[config.mk]
export PLATFORM = sky130hd
export DESIGN_NAME = circular_dma_writer
export DESIGN_NICKNAME = d
export VERILOG_FILES = /design/src/rtl/circular_dma_writer.sv
export SDC_FILE = /design/constraint.sdc
export NUM_CORES = 1
export LEC_CHECK = 0
export ABC_CLOCK_PERIOD_IN_PS = 6600
export BUFFER_PORTS_ARGS = -buffer_cell sky130_fd_sc_hd__buf_4
export CORE_MARGIN = 4
export CORE_UTILIZATION = 54
export DETAILED_ROUTE_END_ITERATION = 8
export GPL_ROUTABILITY_DRIVEN = 0
export GPL_TIMING_DRIVEN = 0
export HOLD_SLACK_MARGIN = 0.06
export PLACE_DENSITY = 0.81
export SLEW_MARGIN = 10
export SYNTH_ARGS = -nofsm -noshare
export SYNTH_HDL_FRONTEND = slang
export SYNTH_SLANG_ARGS = --single-unit
[constraint.sdc]
create_clock -name clk -period 6.6 [get_ports clk]
set_input_delay 0.66 -clock clk [delete_from_list [all_inputs] [get_ports clk]]
set_output_delay 0.66 -clock clk [all_outputs]
set_load 0.1 [all_outputs]
[src/rtl/circular_dma_writer.sv]
// Memory-side engine of the circular DMA write path: drains the FIFO chain
// into AXI4 INCR bursts that never cross a 4 KB page or the end of the ring buffer.
module circular_dma_writer #(
    parameter int C_AXIS_WIDTH = 64,
    parameter int C_ADDR_WIDTH = 32,
    parameter int C_MAX_BURST  = 16
) (
    input  logic                          clk,
    input  logic                          rst_n,
    input  logic                          enable,
    input  logic [C_ADDR_WIDTH-1:0]       mem_base,
    input  logic [C_ADDR_WIDTH-1:0]       mem_size,
    input  logic                          fifo_ready,
    input  logic                          flush_active,
    input  logic [$clog2(C_MAX_BURST+1)-1:0] occupancy,
    input  logic [C_AXIS_WIDTH-1:0]       s_axis_tdata,
    input  logic                          s_axis_tlast,
    input  logic                          s_axis_tvalid,
    output logic                          s_axis_tready,
    output logic [C_ADDR_WIDTH-1:0]       m_axi_awaddr,
    output logic [7:0]                    m_axi_awlen,
    output logic [2:0]                    m_axi_awsize,
    output logic [1:0]                    m_axi_awburst,
    output logic [3:0]                    m_axi_awcache,
    output logic [2:0]                    m_axi_awprot,
    output logic                          m_axi_awvalid,
    input  logic                          m_axi_awready,
    output logic [C_AXIS_WIDTH-1:0]       m_axi_wdata,
    output logic [C_AXIS_WIDTH/8-1:0]     m_axi_wstrb,
    output logic                          m_axi_wlast,
    output logic                          m_axi_wvalid,
    input  logic                          m_axi_wready,
    input  logic [1:0]                    m_axi_bresp,
    input  logic                          m_axi_bvalid,
    output logic                          m_axi_bready,
    output logic                          busy,
    output logic [C_ADDR_WIDTH-1:0]       write_ptr,
    output logic [31:0]                   wrap_count,
    output logic                          axi_error
);

    localparam int BYTES  = C_AXIS_WIDTH / 8;
    localparam int BSHIFT = $clog2(BYTES);
    localparam int OCC_W  = $clog2(C_MAX_BURST + 1);
    localparam int AW     = C_ADDR_WIDTH;

    localparam logic [1:0] ST_IDLE = 2'd0;
    localparam logic [1:0] ST_ADDR = 2'd1;
    localparam logic [1:0] ST_DATA = 2'd2;
    localparam logic [1:0] ST_RESP = 2'd3;

    localparam logic [AW-1:0] PAGE_BYTES = AW'(4096);

    logic [1:0]       state_r;
    logic             enable_d_r;
    logic             rise_pend_r;
    logic [AW-1:0]    base_r;
    logic [AW-1:0]    size_r;
    logic [AW-1:0]    write_ptr_r;
    logic [31:0]      wrap_count_r;
    logic             axi_error_r;
    logic [AW-1:0]    awaddr_r;
    logic [7:0]       awlen_r;
    logic             awvalid_r;
    logic [OCC_W-1:0] len_r;
    logic [OCC_W-1:0] beat_r;

    logic             rise_s;
    logic             launch_s;
    logic [AW-1:0]    addr_s;
    logic [AW-1:0]    occ_ext_s;
    logic [AW-1:0]    room_buf_s;
    logic [AW-1:0]    room_4k_s;
    logic [AW-1:0]    first_s;
    logic [AW-1:0]    len_ext_s;
    logic [OCC_W-1:0] len_s;
    logic             w_hs_s;
    logic             last_beat_s;
    logic [AW-1:0]    next_ptr_s;
    logic             unused_s;

    assign rise_s   = enable & ~enable_d_r;
    assign launch_s = enable & fifo_ready &
                      ((occupancy == OCC_W'(C_MAX_BURST)) |
                       (flush_active & (occupancy != {OCC_W{1'b0}})));

    // Burst length: smallest of data on hand, room to buffer end, room to next 4 KB page.
    assign addr_s     = base_r + write_ptr_r;
    assign occ_ext_s  = {{(AW-OCC_W){1'b0}}, occupancy};
    assign room_buf_s = (size_r - write_ptr_r) >> BSHIFT;
    assign room_4k_s  = (PAGE_BYTES - {{(AW-12){1'b0}}, addr_s[11:0]}) >> BSHIFT;
    assign first_s    = (room_buf_s < occ_ext_s) ? room_buf_s : occ_ext_s;
    assign len_ext_s  = (room_4k_s < first_s) ? room_4k_s : first_s;
    assign len_s      = len_ext_s[OCC_W-1:0];

    assign w_hs_s      = (state_r == ST_DATA) & s_axis_tvalid & m_axi_wready;
    assign last_beat_s = (beat_r == (len_r - OCC_W'(1)));
    assign next_ptr_s  = write_ptr_r + ({{(AW-OCC_W){1'b0}}, len_r} << BSHIFT);
    assign unused_s    = ^{s_axis_tlast, len_ext_s[AW-1:OCC_W]};

    // Burst sequencing, pointer/wrap bookkeeping and sticky error capture.
    always_ff @(posedge clk) begin
        if (!rst_n) begin
            state_r      <= ST_IDLE;
            enable_d_r   <= 1'b0;
            rise_pend_r  <= 1'b0;
            base_r       <= {AW{1'b0}};
            size_r       <= {AW{1'b0}};
            write_ptr_r  <= {AW{1'b0}};
            wrap_count_r <= 32'd0;
            axi_error_r  <= 1'b0;
            awaddr_r     <= {AW{1'b0}};
            awlen_r      <= 8'd0;
            awvalid_r    <= 1'b0;
            len_r        <= {OCC_W{1'b0}};
            beat_r       <= {OCC_W{1'b0}};
        end else begin
            enable_d_r <= enable;
            // A rise seen mid-burst is remembered and honoured once back in idle.
            if (rise_s && (state_r != ST_IDLE)) begin
                rise_pend_r <= 1'b1;
            end
            case (state_r)
                ST_IDLE: begin
                    if (rise_s || rise_pend_r) begin
                        rise_pend_r  <= 1'b0;
                        base_r       <= mem_base;
                        size_r       <= mem_size;
                        write_ptr_r  <= {AW{1'b0}};
                        wrap_count_r <= 32'd0;
                        axi_error_r  <= 1'b0;
                    end else if (launch_s) begin
                        len_r     <= len_s;
                        awaddr_r  <= addr_s;
                        awlen_r   <= 8'(len_s - OCC_W'(1));
                        awvalid_r <= 1'b1;
                        state_r   <= ST_ADDR;
                    end
                end
                ST_ADDR: begin
                    if (m_axi_awready) begin
                        awvalid_r <= 1'b0;
                        beat_r    <= {OCC_W{1'b0}};
                        state_r   <= ST_DATA;
                    end
                end
                ST_DATA: begin
                    if (w_hs_s) begin
                        beat_r <= beat_r + OCC_W'(1);
                        if (last_beat_s) begin
                            state_r <= ST_RESP;
                        end
                    end
                end
                ST_RESP: begin
                    if (m_axi_bvalid) begin
                        if (next_ptr_s == size_r) begin
                            write_ptr_r  <= {AW{1'b0}};
                            wrap_count_r <= wrap_count_r + 32'd1;
                        end else begin
                            write_ptr_r <= next_ptr_s;
                        end
                        if (m_axi_bresp != 2'b00) begin
                            axi_error_r <= 1'b1;
                        end
                        state_r <= ST_IDLE;
                    end
                end
                default: state_r <= ST_IDLE;
            endcase
        end
    end

    assign m_axi_awaddr  = awaddr_r;
    assign m_axi_awlen   = awlen_r;
    assign m_axi_awsize  = 3'(BSHIFT);
    assign m_axi_awburst = 2'b01;
    assign m_axi_awcache = 4'b0011;
    assign m_axi_awprot  = 3'b000;
    assign m_axi_awvalid = awvalid_r;

    assign m_axi_wdata   = s_axis_tdata;
    assign m_axi_wstrb   = {BYTES{1'b1}};
    assign m_axi_wvalid  = (state_r == ST_DATA) & s_axis_tvalid;
    assign m_axi_wlast   = (state_r == ST_DATA) & last_beat_s;
    assign s_axis_tready = (state_r == ST_DATA) & m_axi_wready;

    assign m_axi_bready  = (state_r == ST_RESP);
    assign busy          = (state_r != ST_IDLE);
    assign write_ptr     = write_ptr_r;
    assign wrap_count    = wrap_count_r;
    assign axi_error     = axi_error_r;

endmodule

==> summary.md, run 1 <==
| Metric | Value |
|---|---|
| Gr busiest metal | `met2` |
| Antenna Cells | `0` |
| Synth Register Bits | `roughly 180` |
| Largest net degree at the start of global routing | `18` |
| Initial antenna violation count | `1` |
| Site Rows | `56` |
| TNS Setup | `0 ns` |
| Root Driver | `clkbuf_16` |
| Final WL | `42600 microns` |
| Wire per inst | `18.6 microns` |
| Clock share of power | `between 20% and 30%` |
| Yosys top cell area share | `between 20% and 30%` |
| Avg Cell Area, Syn | `7.78 sq um` |
| Max Slew Vio Count | `0` |
| Final hold vios | `0` |
| Type of the worst setup path | `reg2reg` |
| Critical path's largest stage delay | `approximately 0.45 ns` |
| Netlist cell types | `between 80 and 90` |
| P per Cell Area | `252 mW/mm^2` |
| Most common cell in the netlist | `nand2_1` |
| Worst Max-Slew Pin Slew | `between 1 and 1.5 ns` |
| Number of H-tree levels | `4` |
| Post-route ant nets | `0` |
| Place WS | `-0.245 ns` |
| Final critical-path required period | `approximately 6.2 ns` |
| First-pass iteration count of the detailed router | `6` |
| Vias in the first global route | `12602` |
| VDD IR-drop max | `about 0.18 mV` |
| Die W | `roughly 160 microns` |
| Power Internal | `2390 uW` |
| Comb power frac | `around two fifths` |
| Synthesized instance count | `around 1700` |
| Rel. slew slack | `between 10% and 20%` |
| Ys async rst share | `0%` |
| DRT iter0 DRCs | `between 1000 and 1500` |
| Post-synth EDFFs | `0` |
| Critical Path Slowest Stage Cell | `a2111oi_4` |
| Sequential cell fraction of total power | `approximately 30%` |
| Worst Path Required | `between 6 and 7 ns` |
| Maximum clock path buffer count | `2` |
| M3 GR Usage | `8.33%` |
| TritonCTS buffer count | `17` |
| Max Clk Rate | `about 160 MHz` |
| Final WS setup | `around 0.36 ns` |
| Via Count | `~13000` |
| DP HPWL | `around 34000 microns` |
| Synth-to-layout area growth | `24.0%` |
| Hold WC Path Type | `in2reg` |
| Primary FF master, synth | `dfxtp_1` |
| Leading area contributor after synthesis | `dfxtp_1` |
| Die height | `approximately 160 microns` |
| Part of the cycle the worst path needs | `between 90% and 100%` |
| CTS sink count | `~180` |
| Gr ovfl total | `0` |
| Sw frac | `just over 40%` |
| Outcome | `finished clean` |
| Top cells by count, synth | `nand2_1, dfxtp_1, a21boi_0` |
| Die area | `~0.026 sq mm` |
| Crit start category | `flip-flop` |
| Reg clk slew, reported paths | `about 0.070 ns` |
| Core Region | `between 0.02 and 0.025 sq mm` |
| IO Port Bufs | `251` |
| Worst Setup End Kind | `flip-flop` |
| First-pass GRT wire length | `64700 microns` |
| GRT met1 Usage | `a little under two fifths` |
| Top cells by area, synth | `dfxtp_1, ha_1, nand2_1` |
| Clock insertion delay at the later pin of the skew report | `roughly 0.45 ns` |
| Synth warn | `0` |
| Switching Power | `roughly 1600 uW` |
| Layout cells sized above 1 | `about 22%` |
| Final number of setup-violating endpoints | `0` |
| Clock skew | `around 0.011 ns` |
| Initial Util | `54.9%` |
| Max-Cap Viols | `0` |
| I/O pin cnt | `340` |
| LEAKAGE | `0.00687 uW` |
| Critical Path AT | `about 6.6 ns` |
| Critical path fanouts, max | `10` |
| CTS tree | `yes` |
| Vias per cell | `5.86` |
| Post-Synthesis Cell Area | `0.0129 sq mm` |
| R2R setup slack | `~0.36 ns` |
| Hold Buf Count CTS | `0` |
| Register area share after synthesis | `roughly 28%` |
| Grt met2 use | `between 50% and 60%` |
| Area after DPL | `~0.015 sq mm` |
| Tot GR Track Use | `about 30%` |
| Final Net Count | `~2200` |
| Post-route cell area | `around 0.016 sq mm` |
| CP dominant cell by count | `inv_1` |
| DRC Markers | `0` |
-- power groups by stage --
stage | Clock (uW) | Sequential (uW) | Combinational, uW
2_1_floorplan | 0 | 1250 | 1210
3_3_place_gp | 0 | 1220 | 1580
3_5_place_dp | 0 | 1220 | 1610
4_1_cts | 1150 | 1200 | 1640
5_1_grt | 1190 | 1200 | 1820
6_report | 1150 | 1200 | 1690
-- cell families after synthesis --
logic type | synth area share, %
buf+inv | 9.51
compound gates | 21.9
flops | 27.7
simple gates | 22.9
xor+xnor | 8.47
mux | 1.56
other cells | 0.0581
fa+ha+maj | 7.90
-- routing by layer --
metal  up-vias  wire [microns]
met4         2            1800
met1      6212           16200
li1       6319               -
met2       740           19700
met3       142            4790
met5         -              14
-- critical path: cells and delay by family (launching register included) --
kind | cells | cell delay, ns
xor gates and xnor gates | 1 | 0.15
and+or+nand+nor | 4 | 0.92
buffers and inverters | 6 | 0.91
adders and majority gates | 3 | 0.85
muxes | 3 | 0.65
DFF | 1 | 0.43
AOI/OAI and AO/OA | 10 | 2.26
-- layout make-up --
cell class	count	area [sq um]
multi-input combinational	1275	8260
fill	1982	7510
sequential	179	3590
timing repair buffer	253	1900
buffer	168	983
clock buffer	18	439
tap	319	399
inverter	64	240
clock inverter	14	215
-- layout by cell type (no fill, tap or decap), types with 10 or more instances in the layout --
cell type / synthesis / final
a21boi_0: 100 / 100
o31ai_1: 11 / 11
or3_1: 12 / 12
nor4_1: 19 / 19
o21a_1: 22 / 22
nand3_1: 59 / 59
a21o_1: 21 / 21
and3_1: 19 / 19
clkbuf_16: 0 / 17
dfxtp_1: 179 / 172
o21ai_0: 68 / 67
nor2_1: 97 / 96
xnor2_1: 76 / 76
buf_4: 89 / 342
o211ai_1: 14 / 14
and2_1: 24 / 24
a21oi_1: 77 / 77
xor2_1: 49 / 49
nand4_1: 35 / 35
or4_1: 10 / 10
nor2b_1: 20 / 20
clkbuf_1: 67 / 64
and4_1: 11 / 11
nor3_1: 30 / 30
ha_1: 80 / 78
mux2i_1: 16 / 13
nand2_1: 250 / 250
inv_1: 63 / 63
conb_1: 2 / 28
-- sequential cells by signal, summed over array words and instances (netlist names), 2 cells and up --
name / cells
wrap_count: 32
size_r: 32
write_ptr: 29
beat_r: 5
m_axi_awlen: 6
base_r: 32
state_r: 2
len_r: 5
m_axi_awaddr: 32
-- stage by stage --
| stage | power, uW | instances | util (%) | hold slack (ns) |
|---|---|---|---|---|
| floorplan | 2460 | 1688 | - | 0.438 |
| global placement | 2800 | 2258 | 65.0 | 0.435 |
| detailed placement | 2840 | 2258 | 65.0 | 0.456 |
| CTS | 3990 | 2291 | 67.9 | 0.430 |
| global route | 4220 | 2290 | 68.1 | 0.433 |
| finish | 4040 | 2290 | 68.1 | 0.432 |
-- final timing paths --
| path | startpoint | cells past startpoint | to |
|---|---|---|---|
| max | write_ptr[14] | 27 | m_axi_awlen[4] |
| min | enable | 2 | enable_d_r |
| max reg2reg | write_ptr[14] | 27 | m_axi_awlen[4] |
| min reg2reg | m_axi_awaddr[5] | 2 | m_axi_awaddr[5] |
-- timing repair --
action / CTS / global route
setup endpoints to repair: 2 / 2
pin swaps: 1 / 1
buffers inserted: 1 / 1
gates resized for setup: 4 / 15
No activity file was read; power rests on OpenSTA's default activity.
==> inputs of run 2 (changes only) <==
CORE_ASPECT_RATIO = 1.5   (was default)
==> run 2 against run 1 <==
Against the previous run: utilization shrank 0.68 points; setup slack lost 0.14 ns; sequential power is essentially flat; largest cell class unchanged; wire length grew 4.4%; via count grew 0.22%; critical endpoint unchanged; non-clock buffer count is the same; combinational power is essentially flat; first-iteration DRC count shrank 8.6%.
==> summary.md, run 2 (synthesized netlist as in run 1, its figures left out) <==
| Metric | Value |
|---|---|
| FF-to-FF End | `m_axi_awlen[4]` |
| Critical Path AT | `~6.7 ns` |
| Crit start category | `flip-flop` |
| Final critical-path required period | `6.39 ns` |
| DRT iter0 DRCs | `roughly 1200` |
| Sequential cell fraction of total power | `between 30% and 40%` |
| Outcome | `finished clean` |
| Worst hold start | `enable` |
| WHS | `0.441 ns` |
| Maximum clock path buffer count | `2` |
| Worst Max-Slew Pin Slew | `around 1.3 ns` |
| LEAKAGE | `0.00683 uW` |
| Core Region | `roughly 0.024 sq mm` |
| CTS tree | `yes` |
| Synth-to-layout area growth | `23.4%` |
| Final number of setup-violating endpoints | `0` |
| Max-Cap Viols | `0` |
| Worst Hold Depth | `2` |
| P per Cell Area | `245 mW/mm^2` |
| Multi-input logic area | `between 0.008 and 0.009 sq mm` |
| I/O pin cnt | `between 300 and 400` |
| Clock share of power | `about a quarter` |
| Layout cells sized above 1 | `~22%` |
| Critical R2R Launch | `write_ptr[12]` |
| CTS sink count | `approximately 180` |
| Site Rows | `69` |
| Number of H-tree levels | `4` |
| Largest net degree at the start of global routing | `19` |
| Switching Power | `1680 uW` |
| Gr ovfl total | `0` |
| Power Internal | `2240 uW` |
| Vias in the first global route | `between 10000 and 15000` |
| DRC Markers | `0` |
| Rel. slew slack | `between 10% and 20%` |
| Sw frac | `42.8%` |
| Wire per inst | `19.4 microns` |
| Clock skew | `between 0.01 and 0.015 ns` |
| Die height | `between 150 and 200 microns` |
| Initial Util | `between 50% and 60%` |
| Via Count | `around 13000` |
| Worst Setup End Kind | `flip-flop` |
| Initial antenna violation count | `0` |
| Hold WC Path Type | `in2reg` |
| R2R cell count | `27` |
| First-pass GRT wire length | `between 60000 and 70000 microns` |
| VDD IR-drop max | `roughly 0.20 mV` |
| Vias per cell | `between 5 and 6` |
| Type of the worst setup path | `reg2reg` |
| Final hold vios | `0` |
| FF/Latch Area | `0.00359 sq mm` |
| Critical path fanouts, max | `10` |
| Max Slew Vio Count | `0` |
| Max Clk Rate | `roughly 160 MHz` |
| Part of the cycle the worst path needs | `a little under 100%` |
| Clock insertion delay at the later pin of the skew report | `roughly 0.46 ns` |
| IO Port Bufs | `251` |
| Tot Pwr | `~3900 uW` |
| Most common cell after layout, fill and taps aside | `buf_4` |
| TritonCTS buffer count | `17` |
| Final WL | `about 44000 microns` |
| Die area | `between 0.02 and 0.03 sq mm` |
| Reg clk slew, reported paths | `roughly 0.080 ns` |
| Hold worst-path end | `enable_d_r` |
| Fillers | `about 2000` |
| First-pass iteration count of the detailed router | `6` |
| Post-route ant nets | `0` |
| Antenna Cells | `0` |
| Die W | `134 microns` |
| DP HPWL | `between 30000 and 40000 microns` |
| Final Net Count | `approximately 2200` |
| Tot GR Track Use | `between 30% and 40%` |
| Worst Path Required | `approximately 7 ns` |
| R2R setup slack | `0.21 ns` |
| Comb power frac | `43.8%` |
| Most frequent cells in the layout | `buf_4, nand2_1, dfxtp_1` |
| Root Driver | `clkbuf_16` |
## run 2: cell count changes in the layout (fill, tap and decap cells not counted), sizes merged
cell,previous run,this run
clkbuf,83,82
clkinv,2,6
bufinv,4,0
## run 2: worst max-delay path: stages (launching register included)
cell and delay (ns):
dfxtp_1 0.43, buf_2 0.24, inv_1 0.14, ha_1 0.40, nand3_1 0.11, or2_0 0.23, o221a_1 0.22, buf_6 0.14
o211ai_2 0.21, mux2i_1 0.11, or4_4 0.56, a2111oi_4 0.39, nand2_2 0.16, buf_2 0.22, mux2i_4 0.23, ha_1 0.34
o21ai_2 0.22, inv_1 0.06, o2111ai_1 0.12, o221ai_4 0.19, a21oi_4 0.31, mux2i_4 0.34, ha_1 0.24, inv_1 0.07
nor3b_1 0.28, xnor2_1 0.10, mux2i_1 0.15, o21ai_1 0.07
## run 2: worst max-delay path by stage
stage,startpoint,to,slack (ns),cells after the start
floorplan,write_ptr[4],m_axi_awlen[4],0.13,27
global placement,write_ptr[14],m_axi_awlen[4],-0.16,27
global route,write_ptr[14],m_axi_awlen[4],-0.05,27
CTS,write_ptr[4],m_axi_awlen[4],0.04,28
detailed placement,write_ptr[14],m_axi_awlen[4],-0.27,27
finish,write_ptr[12],m_axi_awlen[4],0.21,27
## run 2: power by group through the flow
stage               Clock (uW)  Combinational (uW)  Sequential, uW
floorplan                    0                1210            1250
global route              1050                1830            1200
CTS                       1000                1650            1200
detailed placement           0                1630            1220
global placement             0                1600            1220
finish                    1000                1710            1200
## run 2: cell type report
type / count / area share (%)
multi-input combinational: 1275 / 51.8
sequential: 179 / 22.5
timing repair buffer: 253 / 11.9
buffer: 168 / 6.18
clock buffer: 17 / 2.67
tap: 319 / 2.50
inverter: 64 / 1.51
clock inverter: 14 / 0.894
## run 2: through the flow
stage                     setup TNS (ns)  std cells  cell area, sq um  util [%]  setup slack (ns)
after floorplan                        0       1688             13000         -             0.130
after global placement            -0.157       2258             15300      64.7            -0.157
after detailed placement          -0.266       2258             15300      64.7            -0.266
after CTS                              0       2288             15900      67.2            0.0407
after global routing             -0.0456       2289             15900      67.4           -0.0456
final                                  0       2289             15900      67.4             0.213
## run 2: layer usage
metal	vias to the layer above	global-route usage, %	wire (microns)
li1	6316	-	-
met2	756	59.6	22800
met5	-	0	0
met1	6189	32.5	14800
met4	0	22.0	3210
met3	184	6.19	3700
## run 2: timing repair
item                                    4_1_cts  5_1_grt
endpoints found under the setup margin        2        3
pin swaps                                     0        1
hold buffers                                  0        0
buffers inserted                              0        2
gates resized for setup                       5       16
